--- src/rtl/run_monitor_pkg.sv ---
// Shared definitions for the run monitor: FSM state encoding and helpers.
package run_monitor_pkg;

   localparam int STATE_W = 3;

   typedef enum logic [STATE_W-1:0] {
      ST_IDLE     = 3'd0,
      ST_RST_HOLD = 3'd1,
      ST_RUN      = 3'd2,
      ST_PASS     = 3'd3,
      ST_FAIL     = 3'd4,
      ST_TIMEOUT  = 3'd5
   } state_t;

   // True for the three end-of-run states, which all behave alike.
   function automatic logic isTerminal(input state_t s);
      return (s == ST_PASS) || (s == ST_FAIL) || (s == ST_TIMEOUT);
   endfunction

endpackage

--- src/rtl/run_monitor_sat_counter.sv ---
// Up-counter with synchronous clear, count enable and optional saturation.
// With saturate low the counter wraps at its maximum value.
module sat_counter #(
   parameter int W = 16
) (
   input  logic         clk,
   input  logic         reset,
   input  logic         clear,
   input  logic         enable,
   input  logic         saturate,
   output logic [W-1:0] count
);

   localparam logic [W-1:0] MAX_VAL = '1;

   logic atMax;
   assign atMax = (count == MAX_VAL);

   // Clear wins over enable; a saturating counter sticks at all-ones.
   always_ff @(posedge clk) begin
      if (reset || clear) begin
         count <= '0;
      end else if (enable && !(saturate && atMax)) begin
         count <= count + W'(1);
      end
   end

endmodule

--- src/rtl/run_monitor.sv ---
// Supervises one test run of a core: holds the core in reset, releases it,
// watches stores for the pass/fail signature and applies a cycle budget.
// The state register is the observable FSM state for checkers (state).
module run_monitor
   import run_monitor_pkg::*;
#(
   parameter int XLEN       = 32,
   parameter int CNT_W      = 16,
   parameter int RST_CYCLES = 2,
   parameter int MAX_CYCLES = 16,
   parameter int PASS_ADDR  = 100,
   parameter int PASS_DATA  = 25
) (
   input  logic             clk,
   input  logic             reset,
   input  logic             start,
   input  logic             mem_write,
   input  logic [XLEN-1:0]  data_addr,
   input  logic [XLEN-1:0]  write_data,
   input  logic [XLEN-1:0]  pc,
   output logic             core_reset,
   output logic             done,
   output logic             pass,
   output logic             fail,
   output logic             timeout,
   output logic [CNT_W-1:0] cycle_count,
   output logic [CNT_W-1:0] store_count,
   output logic [XLEN-1:0]  final_pc
);

   // Enough bits to hold RST_CYCLES-1, at least one bit.
   localparam int HOLD_W = (RST_CYCLES > 1) ? $clog2(RST_CYCLES) : 1;

   state_t            state;
   logic [HOLD_W-1:0] holdCnt;

   logic enterHold;
   logic inRun;
   logic runStore;
   logic sigAddr;
   logic passHit;
   logic failHit;
   logic lastCycle;
   logic holdDone;

   // A new run may only be requested from IDLE or from a finished run.
   assign enterHold = start && ((state == ST_IDLE) || isTerminal(state));
   assign inRun     = (state == ST_RUN);
   assign runStore  = inRun && mem_write;
   assign sigAddr   = (data_addr == XLEN'(PASS_ADDR));
   assign passHit   = runStore && sigAddr && (write_data == XLEN'(PASS_DATA));
   assign failHit   = runStore && sigAddr && (write_data != XLEN'(PASS_DATA));
   assign lastCycle = inRun && (cycle_count == CNT_W'(MAX_CYCLES - 1));
   assign holdDone  = (state == ST_RST_HOLD) && (holdCnt == HOLD_W'(RST_CYCLES - 1));

   // Length of the core reset pulse; restarted whenever a run is requested.
   sat_counter #(.W(HOLD_W)) uHoldCnt (
      .clk      (clk),
      .reset    (reset),
      .clear    (enterHold),
      .enable   (state == ST_RST_HOLD),
      .saturate (1'b1),
      .count    (holdCnt)
   );

   // RUN cycles elapsed; the terminating cycle is counted too.
   sat_counter #(.W(CNT_W)) uCycleCnt (
      .clk      (clk),
      .reset    (reset),
      .clear    (enterHold),
      .enable   (inRun),
      .saturate (1'b1),
      .count    (cycle_count)
   );

   // Stores issued by the core while running, sticking at all-ones.
   sat_counter #(.W(CNT_W)) uStoreCnt (
      .clk      (clk),
      .reset    (reset),
      .clear    (enterHold),
      .enable   (runStore),
      .saturate (1'b1),
      .count    (store_count)
   );

   // Run FSM with registered status outputs; pass beats fail beats timeout.
   always_ff @(posedge clk) begin
      if (reset) begin
         state      <= ST_IDLE;
         core_reset <= 1'b1;
         done       <= 1'b0;
         pass       <= 1'b0;
         fail       <= 1'b0;
         timeout    <= 1'b0;
         final_pc   <= '0;
      end else begin
         case (state)
            ST_IDLE: begin
               core_reset <= 1'b1;
               if (start) begin
                  state    <= ST_RST_HOLD;
                  final_pc <= '0;
               end
            end
            ST_RST_HOLD: begin
               if (holdDone) begin
                  state      <= ST_RUN;
                  core_reset <= 1'b0;
               end
            end
            ST_RUN: begin
               if (passHit) begin
                  state      <= ST_PASS;
                  pass       <= 1'b1;
                  done       <= 1'b1;
                  core_reset <= 1'b1;
                  final_pc   <= pc;
               end else if (failHit) begin
                  state      <= ST_FAIL;
                  fail       <= 1'b1;
                  done       <= 1'b1;
                  core_reset <= 1'b1;
                  final_pc   <= pc;
               end else if (lastCycle) begin
                  state      <= ST_TIMEOUT;
                  timeout    <= 1'b1;
                  done       <= 1'b1;
                  core_reset <= 1'b1;
                  final_pc   <= pc;
               end
            end
            ST_PASS, ST_FAIL, ST_TIMEOUT: begin
               core_reset <= 1'b1;
               if (start) begin
                  state    <= ST_RST_HOLD;
                  done     <= 1'b0;
                  pass     <= 1'b0;
                  fail     <= 1'b0;
                  timeout  <= 1'b0;
                  final_pc <= '0;
               end
            end
            default: begin
               state      <= ST_IDLE;
               core_reset <= 1'b1;
               done       <= 1'b0;
               pass       <= 1'b0;
               fail       <= 1'b0;
               timeout    <= 1'b0;
            end
         endcase
      end
   end

endmodule

--- config.mk ---
export PLATFORM = sky130hd
export DESIGN_NAME = run_monitor
export DESIGN_NICKNAME = d
export VERILOG_FILES = /design/src/rtl/run_monitor_pkg.sv /design/src/rtl/run_monitor_sat_counter.sv /design/src/rtl/run_monitor.sv
export SDC_FILE = /design/constraint.sdc
export NUM_CORES = 1
export LEC_CHECK = 0
export ABC_CLOCK_PERIOD_IN_PS = 1700
export CAP_MARGIN = 0
export CORE_ASPECT_RATIO = 0.9
export CORE_UTILIZATION = 36
export DETAILED_ROUTE_END_ITERATION = 10
export PLACE_DENSITY_LB_ADDON = 0.1
export SKIP_LAST_GASP = 1
export SYNTH_ARGS = -nofsm -noshare
export SYNTH_HDL_FRONTEND = slang
export SYNTH_SLANG_ARGS = --single-unit
--- constraint.sdc ---
create_clock -name clk -period 1.7 [get_ports clk]
set_input_delay 0.17 -clock clk [delete_from_list [all_inputs] [get_ports clk]]
set_output_delay 0.17 -clock clk [all_outputs]
set_load 0.005 [all_outputs]
# == Word-level counts from Yosys, hierarchy flattened ==
# Index checks and enable logic that the tools add are counted.
# totals
register_bits,73
in_bits,100
out_inout_bits,69
wordCells,89
# classes
add_sub_neg,3
eq_ne,20
muxes,26
bitwise_logic,1
n_reduce_logical,29
# ops
operator,count
32-bit 2-to-1 mux,4
32-bit one-hot mux with 2 select lines,1
16-bit by 1-bit adder with 16-bit output (second input constant),2
16-bit == test (second input constant),2
32-bit by 5-bit == test with 1-bit output (second input constant),1
32-bit by 7-bit == test with 1-bit output (second input constant),1
32-bit by 5-bit inequality test with 1-bit output (second input constant),1
16-bit by 4-bit == test with 1-bit output (second input constant),1
3-bit 2-to-1 mux,5
1-bit one-hot mux with 3 select lines,4
3-bit AND reduction,4
1-bit logical AND,10
1-bit 2-to-1 mux,10
3-bit one-hot mux with 3 select lines,1
2-bit by 1-bit inequality test with 1-bit output (second input constant),4
2-bit inequality test (second input constant),4
3-bit by 2-bit == test with 1-bit output (second input constant),2
3-bit == test (second input constant),2
5-bit AND reduction,1
1-bit logical OR,4
4-bit by 1-bit inequality test with 1-bit output (second input constant),1
4-bit AND reduction,1
4-bit OR reduction,1
3-bit by 1-bit == test with 1-bit output (second input constant),1
other kinds (9),11

# == Logic depth before layout (Yosys ltp) ==
# Gate-level depths: netlist of the first run.
# logic_depth
word_depth,7
ltp_mapped,7
ltp_nobuf,6

# == By module ==
# A second synthesis of the first run with hierarchy kept.
# hier_totals
cells_unflattened,367
hier_area_um2,3489.6
# modules_own_cells
module,instances,cells_each,area_per_inst_um2,seq_area_each_um2
sat_counter at uCycleCnt ...,2,101,869.6,320.3
run_monitor,1,161,1705.4,800.8
sat_counter at uHoldCnt,1,4,45.0,20.0

# == Worst setup path before layout of the first run ==
# OpenSTA, ideal clock, no wires.
# synth_path
kind,register to register
from,register uCycleCnt.count[0]
to,register final_pc[0]
setup_ps,117
t_arrival_ps,1737
t_required_ps,1583
setup_slack_ps,-154
path_stages_with_launch,8
path_buffers,1
synth_period_minus_slack_ps,1854
cell_sequence,dfxtp_1 -> ha_1 -> nor4bb_1 -> nand4_1 -> nand2_1 -> o21ai_1 -> clkbuf_1 -> a32o_1
# synth_via
elab_chain_cells,4
# synth_rtl
item,line,text
from (decl),run_monitor_sat_counter.sv:11,output logic [W-1:0] count
from (signal assigned),run_monitor_sat_counter.sv:24,count <= count + W'(1);
16-bit by 4-bit == test with 1-bit output,run_monitor.sv:53,assign lastCycle = inRun && (cycle_count == CNT_W'(MAX_CYCLES - 1));
1-bit logical AND,run_monitor.sv:53,
4-bit by 1-bit inequality test with 1-bit output (no source line),-,
3-bit AND reduction (no source line),-,
to (signal assigned),run_monitor.sv:117,final_pc <= pc;
to (signal assigned),run_monitor.sv:123,final_pc <= pc;
to (signal assigned),run_monitor.sv:129,final_pc <= pc;
to (decl),run_monitor.sv:28,output logic [XLEN-1:0] final_pc
# Every way passes these cells.
# A chain may end at the register's enable or synchronous reset.

# == Final worst setup path of the first run ==
# layout_path
from,register uCycleCnt.count[0]
to,register final_pc[23]
# The elaborated chain is that of the path after synthesis.

==> results of run 1 <==
[kinds of logic after synthesis]
group	after synthesis	share of synthesized area (%)
and+or+nand+nor	161	27.8
AOI/OAI and AO/OA	82	19.7
DFF	73	43.8
buffers and inverters	21	2.59
xor gates and xnor gates	16	4.20
muxes	4	1.20
adders and majority gates	2	0.750
[routing by layer]
layer	vias up	routed length (um)	GRT usage [%]
li1	1932	-	-
met1	1910	5040	29.3
met2	161	5580	37.3
met3	20	737	4.78
met4	0	250	9.98
met5	-	0	0
[where the power goes]
group	internal (mW)	leakage, nW	switching (mW)
registers	1.94	0.594	0.141
clock network	0.856	0.104	0.653
logic	1.41	1.55	1.08
total	4.20	2.25	1.88
[per-stage QoR]
stage | hold WS [ps] | TNS, ps | power (mW)
finish | 414 | -459 | 6.08
CTS | 402 | -2180 | 5.92
global route | 417 | -3680 | 6.38
global placement | 441 | -14040 | 4.07
floorplan | 249 | -7.96 | 3.09
detailed placement | 443 | -14630 | 4.12
[state kept, by name, indices dropped and copies added, names as in the netlist]
register,count
pass,1
uStoreCnt.count,16
final_pc,32
timeout,1
core_reset,1
fail,1
done,1
uHoldCnt.count,1
state,3
uCycleCnt.count,16
[cells in the final DEF (no fill, tap or decap), drive strengths merged, types with 6 or more instances in the layout]
cell,Yosys,routed
a21oi,12,12
a32o,32,32
and3,6,6
buf,8,86
clkbuf,7,11
clkdlybuf4s50,0,168
dfxtp,73,73
nand2,27,27
nand3,15,15
nand4,11,11
nor2,27,27
nor3,11,11
nor4,23,23
nor4b,11,11
o21ai,11,11
or4,6,6
xnor2,13,13
[final cells by class]
| cell class | count | area (um2) |
|---|---|---|
| fill | 671 | 2480 |
| multi-input combinational | 267 | 2020 |
| clock inverter | 5 | 80.1 |
| clock buffer | 10 | 138 |
| timing repair buffer | 255 | 2410 |
| inverter | 6 | 22.5 |
| tap | 119 | 149 |
| sequential | 73 | 1480 |
[worst min-delay path by stage]
stage               cells past startpoint  startpoint            to
finish                                  2      pc[29]  final_pc[29]
global route                            2      pc[15]  final_pc[15]
CTS                                     2       pc[4]   final_pc[4]
detailed placement                      1        fail          fail
global placement                        1        fail          fail
floorplan                               1       reset      state[0]
[repair_timing]
item                                    CTS  global route
endpoints found under the setup margin   43            61
pin swaps                                 2            41
buffers inserted                          3             7
gates cloned                              2             3
resized for setup                        12            36
[critical path: stages, from the launching register on]
cell	delay, ps
dfxtp_2	360
ha_4	140
nor4bb_4	170
nand4_1	150
buf_4	180
nand2_4	70
o21ai_4	120
buf_16	190
a32o_1	240
==> results.yml, run 1 <==
worst_setup_path:
  worstSetupEndpoint: "final_pc[23]"
  worstSetupStartpointType: "flip-flop"
  r2r_start: "uCycleCnt.count[0]"
  critPathKind: "reg -> reg"
  ff2ff_setup_slack_ps: -40
  rr_endpoint: "final_pc[23]"
  ff2ff_path_depth: 8
  cp-startpoint: "uCycleCnt.count[0]"
  cp.arrival_ps: 1970
  cp_max_fo: 8
  required_ps: 1930
  crit_path_end_kind: "flip-flop"
clocking:
  tritoncts: "done"
  numCtsBuffers: 9
  postCtsHoldBufs: 0
  clkLatencyLatePin_ps: 340
  root_buffer: "clkbuf_8"
  path_clk_slew_ps: 80
  cts_max_path_buffers: 2
  cts_htree_levels: 3
  cts.sinks: 73
sta:
  min_period_ps: 1740
  setup_viol: 24
  rsz0062_at_grt: "true"
  max-slew-margin-rel_pct: 76.4
  fmax_mhz: 576
  setup_ws_ps: -36.4
  tightest_slew_ps: 350
  slew_viol_final: 0
  min_period_over_period_pct: 102
  fin_skew_ps: 11.1
  hold_viol: 0
logic_synthesis:
  synth_edf_count: 0
  yosysWarnings: 0
  ys_types: 52
  syn_area_um2: 3340
  syn_avg_cell_area_um2: 9.30
  yosysMostFrequentCell: "dfxtp_1"
  yosys_most_used_dff: "dfxtp_1"
  yosys-top-cells-count: "dfxtp_1, a32o_1, nor2_1"
  ys_seq_elements: 73
  synth_nets: 461
  synth.area.top_cells: "dfxtp_1, a32o_1, nor4_1"
  yosysTopAreaCellShare_pct: 43.8
  netlist_instances: 359
  ys_async_sr_fraction_pct: 0
  ys_seq_area_share_pct: 43.8
  synth_area_leader_cell: "dfxtp_1"
drt:
  first_pass_iters: 6
  via_per_inst: 5.47
  routed_wl_mm: 11.6
  drc_errors: 0
  drt_iter0_drc: 155
  final_antenna_net_count: 0
  via_count: 4023
  routedWlPerCell_um: 15.8
layout:
  final_util_pct: 71.8
  antenna-diode-count: 0
  nets: 714
  final_cell_area_um2: 6290
  drive_above_1_share_pct: 24.0
  areaGrowthSynthToFinish_pct: 88.6
  finalNonFillerCells: 735
place:
  placed_cell_area_um2: 5730
  dp_slack_ps: -394
  gp_congestion: 0.886
  port-buffer-count: 168
  dpl.hpwl_mm: 8.14
  place_inst: 705
worst_hold_path:
  hold_path_class: "in -> reg"
floorplan:
  die_width_um: 103
  initial_core_util_pct: 38.1
  fp.dieH_um: 93.3
  io_pins: 169
  die_area_um2: 9660
  num_rows: 32
  fp.coreArea_um2: 8770
run_status:
  violations: "negative setup slack"
  status: "finished with violations"
global_route:
  overflow: 0
  grt_pass1_wl_mm: 17.3
  grt_max_degree: 35
  grt_use_total_pct: 23.0
  grt_pass1_vias: 3769
  antenna_found_initial: 0
power_and_ir_drop:
  vdd_drop_max_mv: 0.519
  power_density_nw_per_um2: 966
  p_leak_nw: 2.25
job:
  drv_cap: 0
Note: power is estimated with default switching activity, not from simulation.
==> run 2, diff against run 1 <==
--- a/config.mk
+++ b/config.mk
@@ -6,8 +6,7 @@
 export NUM_CORES = 1
 export LEC_CHECK = 0
 export ABC_CLOCK_PERIOD_IN_PS = 1700
-export CAP_MARGIN = 0
-export CORE_ASPECT_RATIO = 0.9
+export CORE_MARGIN = 5
 export CORE_UTILIZATION = 36
 export DETAILED_ROUTE_END_ITERATION = 10
 export PLACE_DENSITY_LB_ADDON = 0.1
==> results.yml, run 2 (synthesis gave the netlist of run 1 again) <==
run_status:
  status: "finished with violations"
  violations: "negative setup slack"
layout:
  drive_above_1_share_pct: 24.3
  top_register: "final_pc"
  multi_input_area_um2: 2010
  largestRegisters: "final_pc: 32 flops, uCycleCnt.count: 16 flops, uStoreCnt.count: 16 flops"
  final_cell_area_um2: 6270
  n_fill_cell: 737
  largest_reg_flops: 32
  layout_common_cells: "clkdlybuf4s50_1, buf_4, dfxtp_1, a32o_1, nor2_1"
  antenna-diode-count: 0
  nets: 715
  seq_area_um2: 1480
  final_common_cell: "clkdlybuf4s50_1"
  areaGrowthSynthToFinish_pct: 88.0
  finalNonFillerCells: 729
drt:
  routedWlPerCell_um: 15.8
  via_count: 3981
  via_per_inst: 5.46
  first_pass_iters: 5
  routed_wl_mm: 11.5
  drc_errors: 0
  final_antenna_net_count: 0
  drt_iter0_drc: 184
clocking:
  root_buffer: "clkbuf_8"
  cts_max_path_buffers: 2
  numCtsBuffers: 9
  clkLatencyLatePin_ps: 350
  tritoncts: "done"
  path_clk_slew_ps: 80
  cts.sinks: 73
  cts_htree_levels: 3
power_and_ir_drop:
  vdd_drop_max_mv: 0.477
  power_density_nw_per_um2: 926
  p_leak_nw: 2.26
  power_mw: 5.81
global_route:
  grt_use_total_pct: 19.8
  overflow: 0
  antenna_found_initial: 0
  grt_pass1_vias: 4007
  grt_pass1_wl_mm: 18.3
  grt_max_degree: 33
sta:
  rsz0062_at_grt: "true"
  min_period_over_period_pct: 104
  max-slew-margin-rel_pct: 70.3
  min_period_ps: 1770
  fmax_mhz: 566
  tightest_slew_ps: 445
  hold_viol: 0
  setup_ws_ps: -68.1
  setup_viol: 31
  whs_ps: 410
  fin_skew_ps: 11.4
  slew_viol_final: 0
floorplan:
  die_area_um2: 11300
  fp.dieH_um: 106
  io_pins: 169
  num_rows: 35
  initial_core_util_pct: 36.5
  die_width_um: 106
  fp.coreArea_um2: 9150
place:
  place_inst: 700
  dp_slack_ps: -417
  dpl.hpwl_mm: 8.86
  port-buffer-count: 168
  placed_cell_area_um2: 5740
  gp_congestion: 0.842
worst_setup_path:
  ff2ff_path_depth: 6
  critPathKind: "reg -> reg"
  r2r_start: "state[0]"
  slowest_delay_ps: 510
  cp-startpoint: "state[0]"
  cp_max_fo: 7
  ff2ff_setup_slack_ps: -70
  rr_endpoint: "uStoreCnt.count[3]"
  required_ps: 1990
  worstSetupStartpointType: "flip-flop"
  crit_path_end_kind: "flip-flop"
  cp.arrival_ps: 2060
  cp_slowest_cell: "or4_4"
  worstSetupEndpoint: "uStoreCnt.count[3]"
  worstPathCellList: "nor3b_4 > nand2_2 > o21bai_4 > buf_12 > or4_4 > nand2_1"
job:
  drv_cap: 0
worst_hold_path:
  hold_path_class: "in -> reg"
[run 2: cell types whose count changed in the layout (fill, tap and decap cells not counted), sizes merged]
| cell | before | now |
|---|---|---|
| a21o | 3 | 2 |
| buf | 86 | 90 |
| clkbuf | 11 | 9 |
| clkinv | 2 | 3 |
| inv | 5 | 6 |
| o21bai | 2 | 1 |
[run 2: area by class of cell]
type,instances,area share (%)
inverters,6,0.359
multi-input cells,265,32.0
flip-flops and latches,73,23.5
well taps,111,2.21
repair buffers,258,38.5
clock buffers,9,1.97
clock inverters,7,1.50
[run 2: worst max-delay path, delay by kind of cell, from the launching register on]
kind,cells,cell delay (ps)
compound gates,1,240
buf+inv,1,150
flops,1,370
simple gates,4,940
[run 2: worst min path at each step]
| stage | endpoint | depth (start not counted) | slack, ps | start |
|---|---|---|---|---|
| 2_1_floorplan | state[0] | 1 | 250 | reset |
| 3_3_place_gp | fail | 1 | 440 | fail |
| 3_5_place_dp | core_reset | 1 | 450 | core_reset |
| 4_1_cts | final_pc[2] | 2 | 400 | pc[2] |
| 5_1_grt | final_pc[4] | 2 | 400 | pc[4] |
| 6_report | final_pc[2] | 2 | 410 | pc[2] |
[run 2: through the flow]
step	TNS (ps)	util [%]
after global placement	-14060	62.8
after floorplan	-7.96	-
after global routing	-6340	68.5
after CTS	-985	65.8
final	-1060	68.5
after detailed placement	-15560	62.8
[run 2: power breakdown]
part | total (mW) | switching (mW) | internal, mW | leakage [nW]
registers | 2.08 | 0.144 | 1.94 | 0.595
clock network | 1.50 | 0.672 | 0.826 | 0.106
logic | 2.23 | 0.982 | 1.25 | 1.56
[run 2: routing by layer]
layer | wire length [um] | vias up | global-route usage [%]
met5 | 0 | - | 0
met4 | 211 | 0 | 8.14
met3 | 856 | 22 | 5.40
met2 | 5590 | 163 | 33.7
met1 | 4820 | 1874 | 23.3
li1 | - | 1922 | -
[run 2: what timing repair did]
action,CTS,global route
pin swaps,8,27
setup buffers,1,12
hold buffers,0,0
gates resized for setup,10,36
setup endpoints to repair,46,65
==> run 3, diff against run 2 <==
--- a/config.mk
+++ b/config.mk
@@ -6,6 +6,7 @@
 export NUM_CORES = 1
 export LEC_CHECK = 0
 export ABC_CLOCK_PERIOD_IN_PS = 1700
+export CAP_MARGIN = 10
 export CORE_MARGIN = 5
 export CORE_UTILIZATION = 36
 export DETAILED_ROUTE_END_ITERATION = 10
==> results of run 3 <==
Final layout, timing and power as in run 2 (identical DEF).
